$ cat src/rtl/pool_output_packer_if.sv
// Write port from the pool output packer to activation memory.
// Carries a word-aligned byte address, 32-bit data and byte enables, with a valid/ready handshake.
interface pool_output_packer_if #(
  parameter int unsigned ADDR_W = 16
);
  logic              mem_valid;
  logic              mem_ready;
  logic [ADDR_W-1:0] mem_addr;
  logic [31:0]       mem_wdata;
  logic [3:0]        mem_be;

  modport master (output mem_valid, output mem_addr, output mem_wdata, output mem_be, input mem_ready);
  modport slave  (input mem_valid, input mem_addr, input mem_wdata, input mem_be, output mem_ready);
endinterface

$ cat src/rtl/pool_output_packer.sv
// Packs the max-pool unit's one-byte-per-cycle output into byte-enabled 32-bit words.
// Words are queued in a small FIFO and written to activation memory; the input is never stalled.
module pool_output_packer #(
  parameter int unsigned MAX_N      = 512,
  parameter int unsigned N_BITS     = $clog2(MAX_N + 1),
  parameter int unsigned FILTER_H   = 2,
  parameter int unsigned FILTER_W   = 2,
  parameter int unsigned ADDR_W     = 16,
  parameter int unsigned FIFO_DEPTH = 4
) (
  input  logic              clk,
  input  logic              reset_n,
  input  logic [ADDR_W-1:0] cfg_base_addr,
  input  logic [N_BITS-1:0] cfg_out_w,
  input  logic              in_valid,
  input  logic [N_BITS-1:0] in_row,
  input  logic [N_BITS-1:0] in_col,
  input  logic [7:0]        in_data,
  input  logic              flush,
  pool_output_packer_if.master mem,
  output logic              idle,
  output logic              overflow
);

  localparam int unsigned ROW_SH = $clog2(FILTER_H);
  localparam int unsigned COL_SH = $clog2(FILTER_W);
  localparam int unsigned WORD_W = ADDR_W - 2;
  localparam int unsigned PTR_W  = $clog2(FIFO_DEPTH);
  localparam logic [PTR_W:0] PTR_ONE = 1;

  typedef struct packed {
    logic [WORD_W-1:0] word;
    logic [31:0]       data;
    logic [3:0]        be;
  } word_t;

  // Sample address; truncating operands to ADDR_W gives the same result modulo 2^ADDR_W.
  logic [N_BITS-1:0] row_blk, col_blk;
  logic [ADDR_W-1:0] samp_addr;
  logic [WORD_W-1:0] samp_word;
  logic [1:0]        samp_lane;

  assign row_blk   = in_row >> ROW_SH;
  assign col_blk   = in_col >> COL_SH;
  assign samp_addr = cfg_base_addr + ADDR_W'(row_blk) * ADDR_W'(cfg_out_w) + ADDR_W'(col_blk);
  assign samp_word = samp_addr[ADDR_W-1:2];
  assign samp_lane = samp_addr[1:0];

  logic              pend_valid, pend_valid_n;
  logic [WORD_W-1:0] pend_word, pend_word_n;
  logic [31:0]       pend_data, pend_data_n;
  logic [3:0]        pend_be, pend_be_n;
  logic              flush_req, flush_req_n;
  logic              compat, evict;

  // Merge/evict/load decision for the pending word.
  always_comb begin
    compat       = pend_valid && (samp_word == pend_word) && !pend_be[samp_lane] && (pend_be != 4'hF);
    evict        = pend_valid && ((pend_be == 4'hF) || (in_valid && !compat) || (flush_req && !in_valid));
    pend_valid_n = pend_valid;
    pend_word_n  = pend_word;
    pend_data_n  = pend_data;
    pend_be_n    = pend_be;
    flush_req_n  = flush_req;

    if (in_valid) begin
      if (!compat) begin
        pend_valid_n = 1'b1;
        pend_word_n  = samp_word;
        pend_data_n  = '0;
        pend_be_n    = '0;
      end
      for (int k = 0; k < 4; k++) begin
        if (samp_lane == 2'(k)) begin
          pend_data_n[8*k +: 8] = in_data;
          pend_be_n[k]          = 1'b1;
        end
      end
    end else if (evict) begin
      pend_valid_n = 1'b0;
      pend_be_n    = '0;
    end

    if (flush) begin
      flush_req_n = 1'b1;
    end else if (!in_valid && (!pend_valid || evict)) begin
      flush_req_n = 1'b0;
    end
  end

  always_ff @(posedge clk or negedge reset_n) begin
    if (!reset_n) begin
      pend_valid <= 1'b0;
      pend_word  <= '0;
      pend_data  <= '0;
      pend_be    <= '0;
      flush_req  <= 1'b0;
    end else begin
      pend_valid <= pend_valid_n;
      pend_word  <= pend_word_n;
      pend_data  <= pend_data_n;
      pend_be    <= pend_be_n;
      flush_req  <= flush_req_n;
    end
  end

  // Word FIFO; pointers carry one extra wrap bit to tell full from empty.
  word_t            fifo_mem [FIFO_DEPTH];
  logic [PTR_W:0]   wr_ptr, rd_ptr;
  logic             fifo_empty, fifo_full, pop, do_write;
  word_t            head;

  assign fifo_empty = (wr_ptr == rd_ptr);
  assign fifo_full  = (wr_ptr[PTR_W] != rd_ptr[PTR_W]) && (wr_ptr[PTR_W-1:0] == rd_ptr[PTR_W-1:0]);
  assign pop        = !fifo_empty && mem.mem_ready;
  assign do_write   = evict && (!fifo_full || pop);
  assign head       = fifo_mem[rd_ptr[PTR_W-1:0]];

  always_ff @(posedge clk) begin
    if (do_write) begin
      fifo_mem[wr_ptr[PTR_W-1:0]] <= '{word: pend_word, data: pend_data, be: pend_be};
    end
  end

  always_ff @(posedge clk or negedge reset_n) begin
    if (!reset_n) begin
      wr_ptr   <= '0;
      rd_ptr   <= '0;
      overflow <= 1'b0;
    end else begin
      if (do_write) wr_ptr <= wr_ptr + PTR_ONE;
      if (pop)      rd_ptr <= rd_ptr + PTR_ONE;
      if (evict && !do_write) overflow <= 1'b1;
    end
  end

  assign mem.mem_valid = !fifo_empty;
  assign mem.mem_addr  = fifo_empty ? '0 : {head.word, 2'b00};
  assign mem.mem_wdata = fifo_empty ? '0 : head.data;
  assign mem.mem_be    = fifo_empty ? '0 : head.be;
  assign idle          = !pend_valid && fifo_empty && !flush_req;

endmodule
$ cat src/flat_wrapper.sv
// flat-port wrapper written by rule: the top's interface ports become plain ports
module pool_output_packer_flat 
#(
  parameter int unsigned MAX_N      = 512,
  parameter int unsigned N_BITS     = $clog2(MAX_N + 1),
  parameter int unsigned FILTER_H   = 2,
  parameter int unsigned FILTER_W   = 2,
  parameter int unsigned ADDR_W     = 16,
  parameter int unsigned FIFO_DEPTH = 4
)
  (clk, reset_n, cfg_base_addr, cfg_out_w, in_valid, in_row, in_col, in_data, flush, idle, overflow, mem_mem_valid, mem_mem_addr, mem_mem_wdata, mem_mem_be, mem_mem_ready);
  pool_output_packer_if #(.ADDR_W(ADDR_W)) mem_i ();
  input  logic clk;
  input  logic reset_n;
  input  logic [ADDR_W-1:0] cfg_base_addr;
  input  logic [N_BITS-1:0] cfg_out_w;
  input  logic in_valid;
  input  logic [N_BITS-1:0] in_row;
  input  logic [N_BITS-1:0] in_col;
  input  logic [7:0] in_data;
  input  logic flush;
  output logic idle;
  output logic overflow;
  output wire logic [$bits(mem_i.mem_valid)-1:0] mem_mem_valid;
  output wire logic [$bits(mem_i.mem_addr)-1:0] mem_mem_addr;
  output wire logic [$bits(mem_i.mem_wdata)-1:0] mem_mem_wdata;
  output wire logic [$bits(mem_i.mem_be)-1:0] mem_mem_be;
  input wire logic [$bits(mem_i.mem_ready)-1:0] mem_mem_ready;
  assign mem_mem_valid = mem_i.mem_valid;
  assign mem_mem_addr = mem_i.mem_addr;
  assign mem_mem_wdata = mem_i.mem_wdata;
  assign mem_mem_be = mem_i.mem_be;
  assign mem_i.mem_ready = mem_mem_ready;
  pool_output_packer #(.MAX_N(MAX_N), .N_BITS(N_BITS), .FILTER_H(FILTER_H), .FILTER_W(FILTER_W), .ADDR_W(ADDR_W), .FIFO_DEPTH(FIFO_DEPTH)) u_core (.clk(clk), .reset_n(reset_n), .cfg_base_addr(cfg_base_addr), .cfg_out_w(cfg_out_w), .in_valid(in_valid), .in_row(in_row), .in_col(in_col), .in_data(in_data), .flush(flush), .mem(mem_i), .idle(idle), .overflow(overflow));
endmodule
$ cat config.mk
export PLATFORM = sky130hd
export DESIGN_NAME = pool_output_packer_flat
export DESIGN_NICKNAME = d
export VERILOG_FILES = /design/src/rtl/pool_output_packer_if.sv /design/src/rtl/pool_output_packer.sv /design/src/flat_wrapper.sv
export SDC_FILE = /design/constraint.sdc
export NUM_CORES = 1
export LEC_CHECK = 0
export ABC_AREA = 1
export CORE_MARGIN = 2
export CORE_UTILIZATION = 52
export DETAILED_ROUTE_END_ITERATION = 10
export GPL_ROUTABILITY_DRIVEN = 0
export HOLD_SLACK_MARGIN = 0.08
export PLACE_DENSITY = 0.75
export SYNTH_ARGS = -nofsm -noshare
export SYNTH_HDL_FRONTEND = slang
export SYNTH_SLANG_ARGS = --single-unit
$ cat constraint.sdc
create_clock -name clk -period 4 [get_ports clk]
set_input_delay 0.8 -clock clk [delete_from_list [all_inputs] [get_ports clk]]
set_output_delay 0.8 -clock clk [all_outputs]
set_load 0.01 [all_outputs]
==> flow_summary.toml, run 1 <==
[floorplanning]
io_pins = 114
initial_core_util_pct = 52.4
rows = 61
fp.dieArea_sq_um = 29100
die_y_microns = 171
die_w_microns = 171
core_sq_um = 27600

[clock_network]
clock_latency_ns = 0.54
cts_tree = "yes"
numCtsBuffers = 24
cts_hold_buf = 0
clock-root-buffer = "clkbuf_16"
cts_max_path_buffers = 3
htreeDepth = 1
clkTransAtPathRegs_ns = 0.07
cts.sinks = 259

[layout]
fin_nets = 1919
seq_area_sq_um = 7480
drive_gt1_share_pct = 21.4
multiInputGateArea_sq_um = 6120
area_delta_synth_final_pct = 33.4
fin_cells = 2137
fill_cells = 1821

[sta]
skew_ns = 0.0414
post-route-min-period_ns = 6.05
drv_slew = 0
hold_viol = 0
finalSetupViolations = 256
clock.fmax_mhz = 165
tightest_slew_ns = 0.970
setup_slack_ns = -2.05
rsz0062_at_grt = "yes"
finalCritPeriodShare_pct = 151
timing.hold.ws_ns = 0.408
slew_headroom_pct = 35.3

[critical_path]
cp-start-kind = "input port"
path_buf_inv = 12
reg2reg_from = "u_core.pend_word[4]$_DFFE_PN0P_"
r2r_end = "u_core.fifo_mem[2][5]$_DFFE_PP_"
crit_type = "input port to flip-flop"
cp.required_ns = 4.25
cp.arrival_ns = 6.30
reg2regPathDepth = 14
max_stage_delay_ns = 0.52
cp_max_fo = 7
endpoint_kind = "flip-flop"
reg2reg_slack_ns = 1.49
slowest_stage = "fa_1"
crit_family = "adder cells"

[global_routing]
grt_util_all_layers_pct = 27.9
grt_max_degree = 103
grt.overflow.total = 0
grt_pass1_wl_microns = 62900
grt_pass1_vias = 12024
antenna_found_initial = 1

[synth]
netlist_instances = 1499
synthArstFlopShare_pct = 22.8
yosysTopAreaCellShare_pct = 41.6
syn-mean-instance-area_sq_um = 9.64
ys_seq_elements = 259
syn_area_sq_um = 14400
synth.area.top_cells = "edfxtp_1 (42%), fa_1 (11%), dfrtp_1 (10%), nand2_1 (7.9%), inv_1 (7.7%)"
synth_enable_flop_cells = 200
netlist_top_cells_count = "nand2_1 (305), inv_1 (298), edfxtp_1 (200)"
yosys_warnings = 0
seq_area_frac_synth_pct = 51.8
synthFlopType = "edfxtp_1"
synth_cell_types = 34
synth_top_area_cell = "edfxtp_1"
synth_most_common_cell = "nand2_1"

[place]
portBuffers = 109
dp.cells = 2011
dp_hpwl_microns = 21900

[detailed_routing]
drcViolationCount = 0
drt_wl_total_microns = 39900
drt.antenna.violating_nets = 0
route.vias.total = 11653
drt_iter0_markers = 1199
vias_per_cell = 5.45
wire_per_inst_microns = 18.7
firstDrtPassIters = 7

[pwr]
switchingPower_mw = 8.07
p_clk_share_pct = 12.4
p_leak_nw = 8.87
powerDensity_nw_per_um2 = 989
netSwitchingFraction_pct = 42.3
vdd_drop_max_v = 0.000864
intPower_mw = 11.0
power_frac_seq_pct = 22.0
combPwrFrac_pct = 65.6

[run]
cap_violations = 0

[outcome]
failed_checks = "setup timing"
status = "finished, violations left"

[min_path]
hold_path.class = "input port to async pin"
-- worst register-to-register path, delay by kind of cell (launching register included) --
kind          cells  cell delay [ns]
flops             1             0.47
buf+inv           4             0.55
simple gates     10             1.23
-- state kept, by name, indices dropped and copies added, names as in the netlist --
signal / count
u_core.flush_req: 1
u_core.pend_be: 4
u_core.overflow: 1
u_core.rd_ptr: 3
u_core.pend_valid: 1
u_core.pend_data: 32
u_core.pend_word: 14
u_core.wr_ptr: 3
u_core.fifo_mem: 200
-- placed cells by master (no fill, tap or decap), types with 27 or more instances in the layout --
cell,count
buf_6,28
nand2_1,260
clkbuf_16,31
nand3_1,40
ha_1,37
o32ai_1,50
buf_12,39
nand2_2,33
o21ai_0,54
edfxtp_1,200
buf_4,100
inv_1,279
nand3_2,27
dfrtp_1,57
clkdlybuf4s50_1,89
fa_1,74
nor2_1,167
-- routing by layer --
layer  vias to the layer above  global-route usage [%]  wire, microns
met5                         -                       0              0
met4                         0                    12.6           1690
met3                       154                    4.33           3250
met2                       626                    49.0          20100
met1                      5599                    34.0          14900
li1                       5274                       -              -
-- timing repair --
| item | in CTS | in global routing |
|---|---|---|
| setup endpoints to repair | 256 | 256 |
| gates cloned | 23 | 3 |
| gates resized for setup | 192 | 90 |
| pin swaps | 49 | 27 |
| setup buffers | 65 | 20 |
-- stage by stage --
step / total power, mW / setup slack, ns / setup TNS, ns / util, % / cell area, sq um
2_1_floorplan: 9.86 / -2.28 / -526.98 / - / 14800
3_3_place_gp: 13.2 / -2.58 / -644.66 / 61.4 / 16900
3_5_place_dp: 13.4 / -2.68 / -668.03 / 61.4 / 16900
4_1_cts: 18.3 / -1.72 / -406.28 / 70.0 / 19300
5_1_grt: 20.3 / -2.27 / -547.27 / 69.9 / 19300
6_report: 19.1 / -2.05 / -489.29 / 69.9 / 19300
-- worst max path at each step --
stage	startpoint	end	slack [ns]	cells after the start
after floorplan	in_row[4]	u_core.fifo_mem[0][0]$_DFFE_PP_	-2.28	28
after global placement	cfg_out_w[6]	u_core.fifo_mem[0][1]$_DFFE_PP_	-2.58	30
after detailed placement	in_row[1]	u_core.fifo_mem[0][4]$_DFFE_PP_	-2.68	28
after CTS	cfg_out_w[5]	u_core.fifo_mem[0][46]$_DFFE_PP_	-1.72	36
after global routing	in_row[6]	u_core.fifo_mem[0][34]$_DFFE_PP_	-2.27	34
final	cfg_out_w[5]	u_core.fifo_mem[2][5]$_DFFE_PP_	-2.05	35
-- power groups by stage --
stage	Combinational, mW	Clock (mW)	Sequential (mW)
after floorplan	5.79	0	4.07
after global placement	9.05	0	4.15
after global routing	13.6	2.47	4.25
final	12.5	2.37	4.19
after detailed placement	9.24	0	4.18
after CTS	11.8	2.34	4.13
-- kinds of logic after synthesis --
family                   after synthesis  synth area share (%)
adder cells (fa/ha/maj)              120                  14.3
buffers and inverters                368                  9.86
AO/OA/AOI/OAI                        160                  6.96
flip-flops                           259                  51.8
multiplexers                           2                 0.156
other                                  1                0.0260
AND/OR/NAND/NOR                      578                  16.1
XOR/XNOR                              11                 0.762
-- area by class of cell --
class,instances,share of cell area [%]
Sequential cell,259,38.8
Multi-Input combinational cell,873,31.7
Timing Repair Buffer,284,16.8
Inverter,298,5.82
Clock buffer,35,3.88
Tap cell,378,2.45
Clock inverter,9,0.416
Antenna cell,1,0.0130
No activity file was read; power rests on OpenSTA's default activity.
==> run 2, diff against run 1 <==
- PLACE_DENSITY: 0.75 -> 0.84
- RECOVER_POWER: not set -> 25
==> flow_summary.toml, run 2 (same netlist as run 1, synthesis figures left out) <==
[critical_path]
cp.required_ns = 4.23
endpoint_kind = "flip-flop"
cp.arrival_ns = 6.18
cp-start-kind = "input port"
max_stage_delay_ns = 0.55
crit_type = "input port to flip-flop"
slowest_stage = "fa_1"
cp_max_fo = 5

[sta]
tns_ns = -465.93
rsz0062_at_grt = "yes"
tightest_slew_ns = 1.35
skew_ns = 0.0386
post-route-min-period_ns = 5.94
drv_slew = 0
finalSetupViolations = 257
slew_headroom_pct = 9.91
clock.fmax_mhz = 168
finalCritPeriodShare_pct = 149
timing.hold.ws_ns = 0.496
hold_viol = 0
setup_slack_ns = -1.94

[global_routing]
grt_util_all_layers_pct = 27.0
antenna_found_initial = 0
grt_max_degree = 103
grt_pass1_vias = 11597
grt_pass1_wl_microns = 60800
grt.overflow.total = 0

[layout]
multiInputGateArea_sq_um = 6160
drive_gt1_share_pct = 20.1
area_delta_synth_final_pct = 30.4
final_cell_mix = "inv_1 (274), nand2_1 (255), edfxtp_1 (200)"
largest_reg_flops = 200
final_common_cell = "inv_1"
fin_area_sq_um = 18800
fin_nets = 1892
diodes = 0
fill_cells = 1738
fin_cells = 2108
final_util_pct = 68.4
seq_area_sq_um = 7480

[detailed_routing]
wire_per_inst_microns = 20.1
drcViolationCount = 0
vias_per_cell = 5.74
route.vias.total = 12103
drt_wl_total_microns = 42300
drt_iter0_markers = 1359
firstDrtPassIters = 7
drt.antenna.violating_nets = 0

[outcome]
failed_checks = "setup timing"
status = "finished, violations left"

[pwr]
p_leak_nw = 8.66
powerDensity_nw_per_um2 = 996
power_mw = 18.8
vdd_drop_max_v = 0.000680

[clock_network]
numCtsBuffers = 23
cts_tree = "yes"
clkTransAtPathRegs_ns = 0.07
cts_max_path_buffers = 3
clock_latency_ns = 0.55
cts.sinks = 259
clock-root-buffer = "clkbuf_16"
htreeDepth = 1

[place]
portBuffers = 109
dp.cells = 2001
place_ws_ns = -2.79
dp_hpwl_microns = 22600
placed_area_sq_um = 16800

[floorplanning]
io_pins = 114
die_w_microns = 171
rows = 61
initial_core_util_pct = 52.4
fp.dieArea_sq_um = 29100
die_y_microns = 171
core_sq_um = 27600

[min_path]
hold_path.class = "flip-flop to flip-flop"

[run]
cap_violations = 0
-- run 2: cell type report --
cell class                 instances  area share, %
timing repair buffer             258           15.1
sequential                       259           39.7
inverter                         298           5.96
multi-input combinational        873           32.7
tap                              378           2.51
clock buffer                      32           3.45
clock inverter                    10          0.551
-- run 2: path summary, 6_finish.rpt --
path | from | endpoint | slack [ns] | cells after the start
max | cfg_out_w[5] | u_core.fifo_mem[2][33]$_DFFE_PP_ | -1.94 | 33
min | u_core.rd_ptr[2]$_DFFE_PN0P_ | u_core.rd_ptr[2]$_DFFE_PN0P_ | 0.50 | 1
max reg2reg | u_core.pend_word[4]$_DFFE_PN0P_ | u_core.fifo_mem[2][33]$_DFFE_PP_ | 1.55 | 14
min reg2reg | u_core.rd_ptr[2]$_DFFE_PN0P_ | u_core.rd_ptr[2]$_DFFE_PN0P_ | 0.50 | 1
max in group asynchronous | reset_n | u_core.pend_word[2]$_DFFE_PN0P_ | 2.12 | 2
min in group asynchronous | reset_n | u_core.pend_data[11]$_DFFE_PN0P_ | 0.54 | 1
-- run 2: power breakdown --
group | total [mW] | internal, mW | switching (mW)
clock | 2.27 | 1.27 | 0.998
combinational | 12.3 | 5.41 | 6.87
sequential | 4.22 | 3.78 | 0.442
total | 18.8 | 10.5 | 8.31
-- run 2: repair_timing --
| item | in CTS | in global routing |
|---|---|---|
| gates cloned | 16 | 6 |
| pin swaps | 39 | 72 |
| resized for setup | 151 | 132 |
| setup endpoints to repair | 256 | 256 |
| hold endpoints to repair | 0 | 0 |
| hold buffers | 0 | 0 |
| setup buffers | 47 | 15 |
-- run 2: worst max-delay path: cells and delay by family --
family	cells	cell delay, ns
AND/OR/NAND/NOR	17	1.56
adder cells (fa/ha/maj)	6	2.72
buffers and inverters	10	1.08
-- run 2: metal layers --
| layer | global-route usage [%] | wire, microns | up-vias |
|---|---|---|---|
| li1 | - | - | 5233 |
| met1 | 32.4 | 14700 | 5821 |
| met2 | 47.9 | 21100 | 829 |
| met3 | 3.89 | 3810 | 220 |
| met4 | 13.2 | 2640 | 0 |
| met5 | 0 | 0 | - |
==> run 3, diff against run 2 <==
- ABC_AREA: 1 -> not set
- PLACE_DENSITY: 0.84 -> 0.85
==> flow_summary.toml, run 3 <==
[outcome]
status = "finished, violations left"
failed_checks = "setup timing"

[sta]
skew_ns = 0.0237
finalCritPeriodShare_pct = 151
setup_slack_ns = -2.05
post-route-min-period_ns = 6.05
clock.fmax_mhz = 165
tns_ns = -480.82
timing.hold.ws_ns = 0.283
rsz0062_at_grt = "yes"
finalSetupViolations = 254
drv_slew = 0
slew_headroom_pct = 48.3
tightest_slew_ns = 0.776
hold_viol = 0

[layout]
diodes = 0
largest_reg_flops = 200
drive_gt1_share_pct = 32.5
fin_cells = 1555
fill_cells = 1581
area_delta_synth_final_pct = 31.9
final_cell_mix = "edfxtp_1 (200), inv_1 (120), clkdlybuf4s50_1 (89)"
fin_nets = 1384
final_common_cell = "edfxtp_1"

[synth]
syn-mean-instance-area_sq_um = 14.0
syn_area_sq_um = 13700
synthFlopType = "edfxtp_1"
synth_most_common_cell = "edfxtp_1"
ys_seq_elements = 259
synth_cell_types = 52
synthArstFlopShare_pct = 22.8
yosys_warnings = 0
synth_enable_flop_cells = 200
synth.area.top_cells = "edfxtp_1 (44%), fa_1 (11%), dfrtp_1 (11%), mux4_2 (8.4%), and2_1 (4.5%)"
yosysTopAreaCellShare_pct = 43.7
synth_top_area_cell = "edfxtp_1"
seq_area_frac_synth_pct = 54.5
netlist_top_cells_count = "edfxtp_1 (200), inv_1 (134), and2_1 (98)"
netlist_instances = 980

[critical_path]
cp_max_fo = 7
path_buf_inv = 10
cp_common_cell = "fa_1"
slowest_stage = "fa_1"
reg2reg_slack_ns = 1.06
max_stage_delay_ns = 0.53
cp.arrival_ns = 6.33
endpoint_kind = "flip-flop"
crit_family = "adder cells"
cp.required_ns = 4.27
crit_type = "input port to flip-flop"
cp-start-kind = "input port"

[clock_network]
htreeDepth = 1
cts.sinks = 259
clock-root-buffer = "clkbuf_16"
clock_latency_ns = 0.52
cts_tree = "yes"
cts_hold_buf = 0
clkTransAtPathRegs_ns = 0.08
cts_max_path_buffers = 3
numCtsBuffers = 21

[run]
cap_violations = 0

[pwr]
intPower_mw = 11.1
power_frac_seq_pct = 24.6
netSwitchingFraction_pct = 37.0
powerDensity_nw_per_um2 = 971
vdd_drop_max_v = 0.000643
p_leak_nw = 7.26
p_clk_share_pct = 12.6
switchingPower_mw = 6.50
combPwrFrac_pct = 62.8

[global_routing]
grt_pass1_wl_microns = 53200
grt_util_all_layers_pct = 24.8
grt_max_degree = 54
grt.overflow.total = 0
grt_pass1_vias = 9668
antenna_found_initial = 0

[detailed_routing]
firstDrtPassIters = 6
drt_iter0_markers = 952
vias_per_cell = 5.77
drt_wl_total_microns = 35800
drt.antenna.violating_nets = 0
route.vias.total = 8979
drcViolationCount = 0
wire_per_inst_microns = 23.0

[floorplanning]
die_w_microns = 167
core_sq_um = 26000
rows = 59
initial_core_util_pct = 52.8
die_y_microns = 167
io_pins = 114
fp.dieArea_sq_um = 27700

[place]
dp.cells = 1477
portBuffers = 109
dp_hpwl_microns = 20100

[min_path]
hold_path.class = "input port to async pin"
==> run 3: changes by cell type after synthesis, sizes merged, moves of 6 or more <==
cell / previous run / this run
o32ai: 50 / 0
mux4: 0 / 51
nor3: 1 / 7
mux2: 2 / 13
clkbuf: 52 / 29
nand2: 307 / 75
o21ai: 95 / 41
and2: 2 / 98
nand4: 14 / 4
a21o: 0 / 8
nor2: 181 / 8
xnor2: 7 / 31
inv: 298 / 134
nand3: 68 / 29
==> run 3: cells by family after synthesis <==
logic type / after synthesis / synth area share, %
compound gates: 87 / 4.14
xor+xnor: 41 / 3.02
fa+ha+maj: 120 / 15.1
buf+inv: 179 / 5.16
flops: 259 / 54.5
mux: 65 / 9.50
other cells: 1 / 0.0273
simple gates: 228 / 8.58
==> run 3: power groups by stage <==
stage / registers, mW / clock network (mW) / logic, mW
finish: 4.33 / 2.22 / 11.1
global route: 4.39 / 2.32 / 11.9
CTS: 4.29 / 2.16 / 10.3
detailed placement: 4.33 / 0 / 9.18
global placement: 4.26 / 0 / 8.92
floorplan: 4.09 / 0 / 5.80
==> run 3: layout make-up <==
cell class | count | area [sq um] | share of cell area, %
Clock buffer | 30 | 599 | 3.31
Sequential cell | 259 | 7490 | 41.3
Clock inverter | 8 | 123 | 0.677
Tap cell | 335 | 419 | 2.31
Inverter | 134 | 503 | 2.78
Timing Repair Buffer | 246 | 2640 | 14.6
Multi-Input combinational cell | 543 | 6350 | 35.0
==> run 3: repair_timing <==
item                       CTS  global route
pin swaps                   52            44
hold endpoints to repair     0             0
gates cloned                11             2
resized for setup          235           115
setup endpoints to repair  254           256
buffers inserted            26            11
==> run 3: per-stage QoR <==
| stage | utilization (%) | power (mW) | instance area [sq um] | setup slack [ns] |
|---|---|---|---|---|
| 3_5_place_dp | 61.6 | 13.5 | 16000 | -2.91 |
| 6_report | 69.7 | 17.6 | 18100 | -2.05 |
| 2_1_floorplan | - | 9.89 | 14000 | -3.13 |
| 5_1_grt | 69.7 | 18.6 | 18100 | -2.19 |
| 4_1_cts | 67.9 | 16.8 | 17600 | -1.92 |
| 3_3_place_gp | 61.6 | 13.2 | 16000 | -2.79 |
==> run 3: worst paths after layout <==
kind,cells after the start,endpoint,start
worst max-delay path,26,u_core.fifo_mem[1][24]$_DFFE_PP_,cfg_out_w[5]
worst min-delay path,1,u_core.pend_data[10]$_DFFE_PN0P_,reset_n
max in group asynchronous,2,u_core.rd_ptr[0]$_DFFE_PN0P_,reset_n
worst min register to register,1,u_core.flush_req$_DFFE_PN0P_,u_core.flush_req$_DFFE_PN0P_
worst max register to register,12,u_core.fifo_mem[1][24]$_DFFE_PP_,u_core.pend_word[0]$_DFFE_PN0P_
min in group clk,1,u_core.flush_req$_DFFE_PN0P_,u_core.flush_req$_DFFE_PN0P_
==> run 3: per-layer routing <==
layer | vias to the layer above | part of all wire, % | global-route usage [%]
li1 | 3848 | - | -
met1 | 4526 | 35 | 28.7
met2 | 485 | 52 | 44.6
met3 | 120 | 6.8 | 4.35
met4 | 0 | 6.0 | 12.2
met5 | - | 0 | 0.696
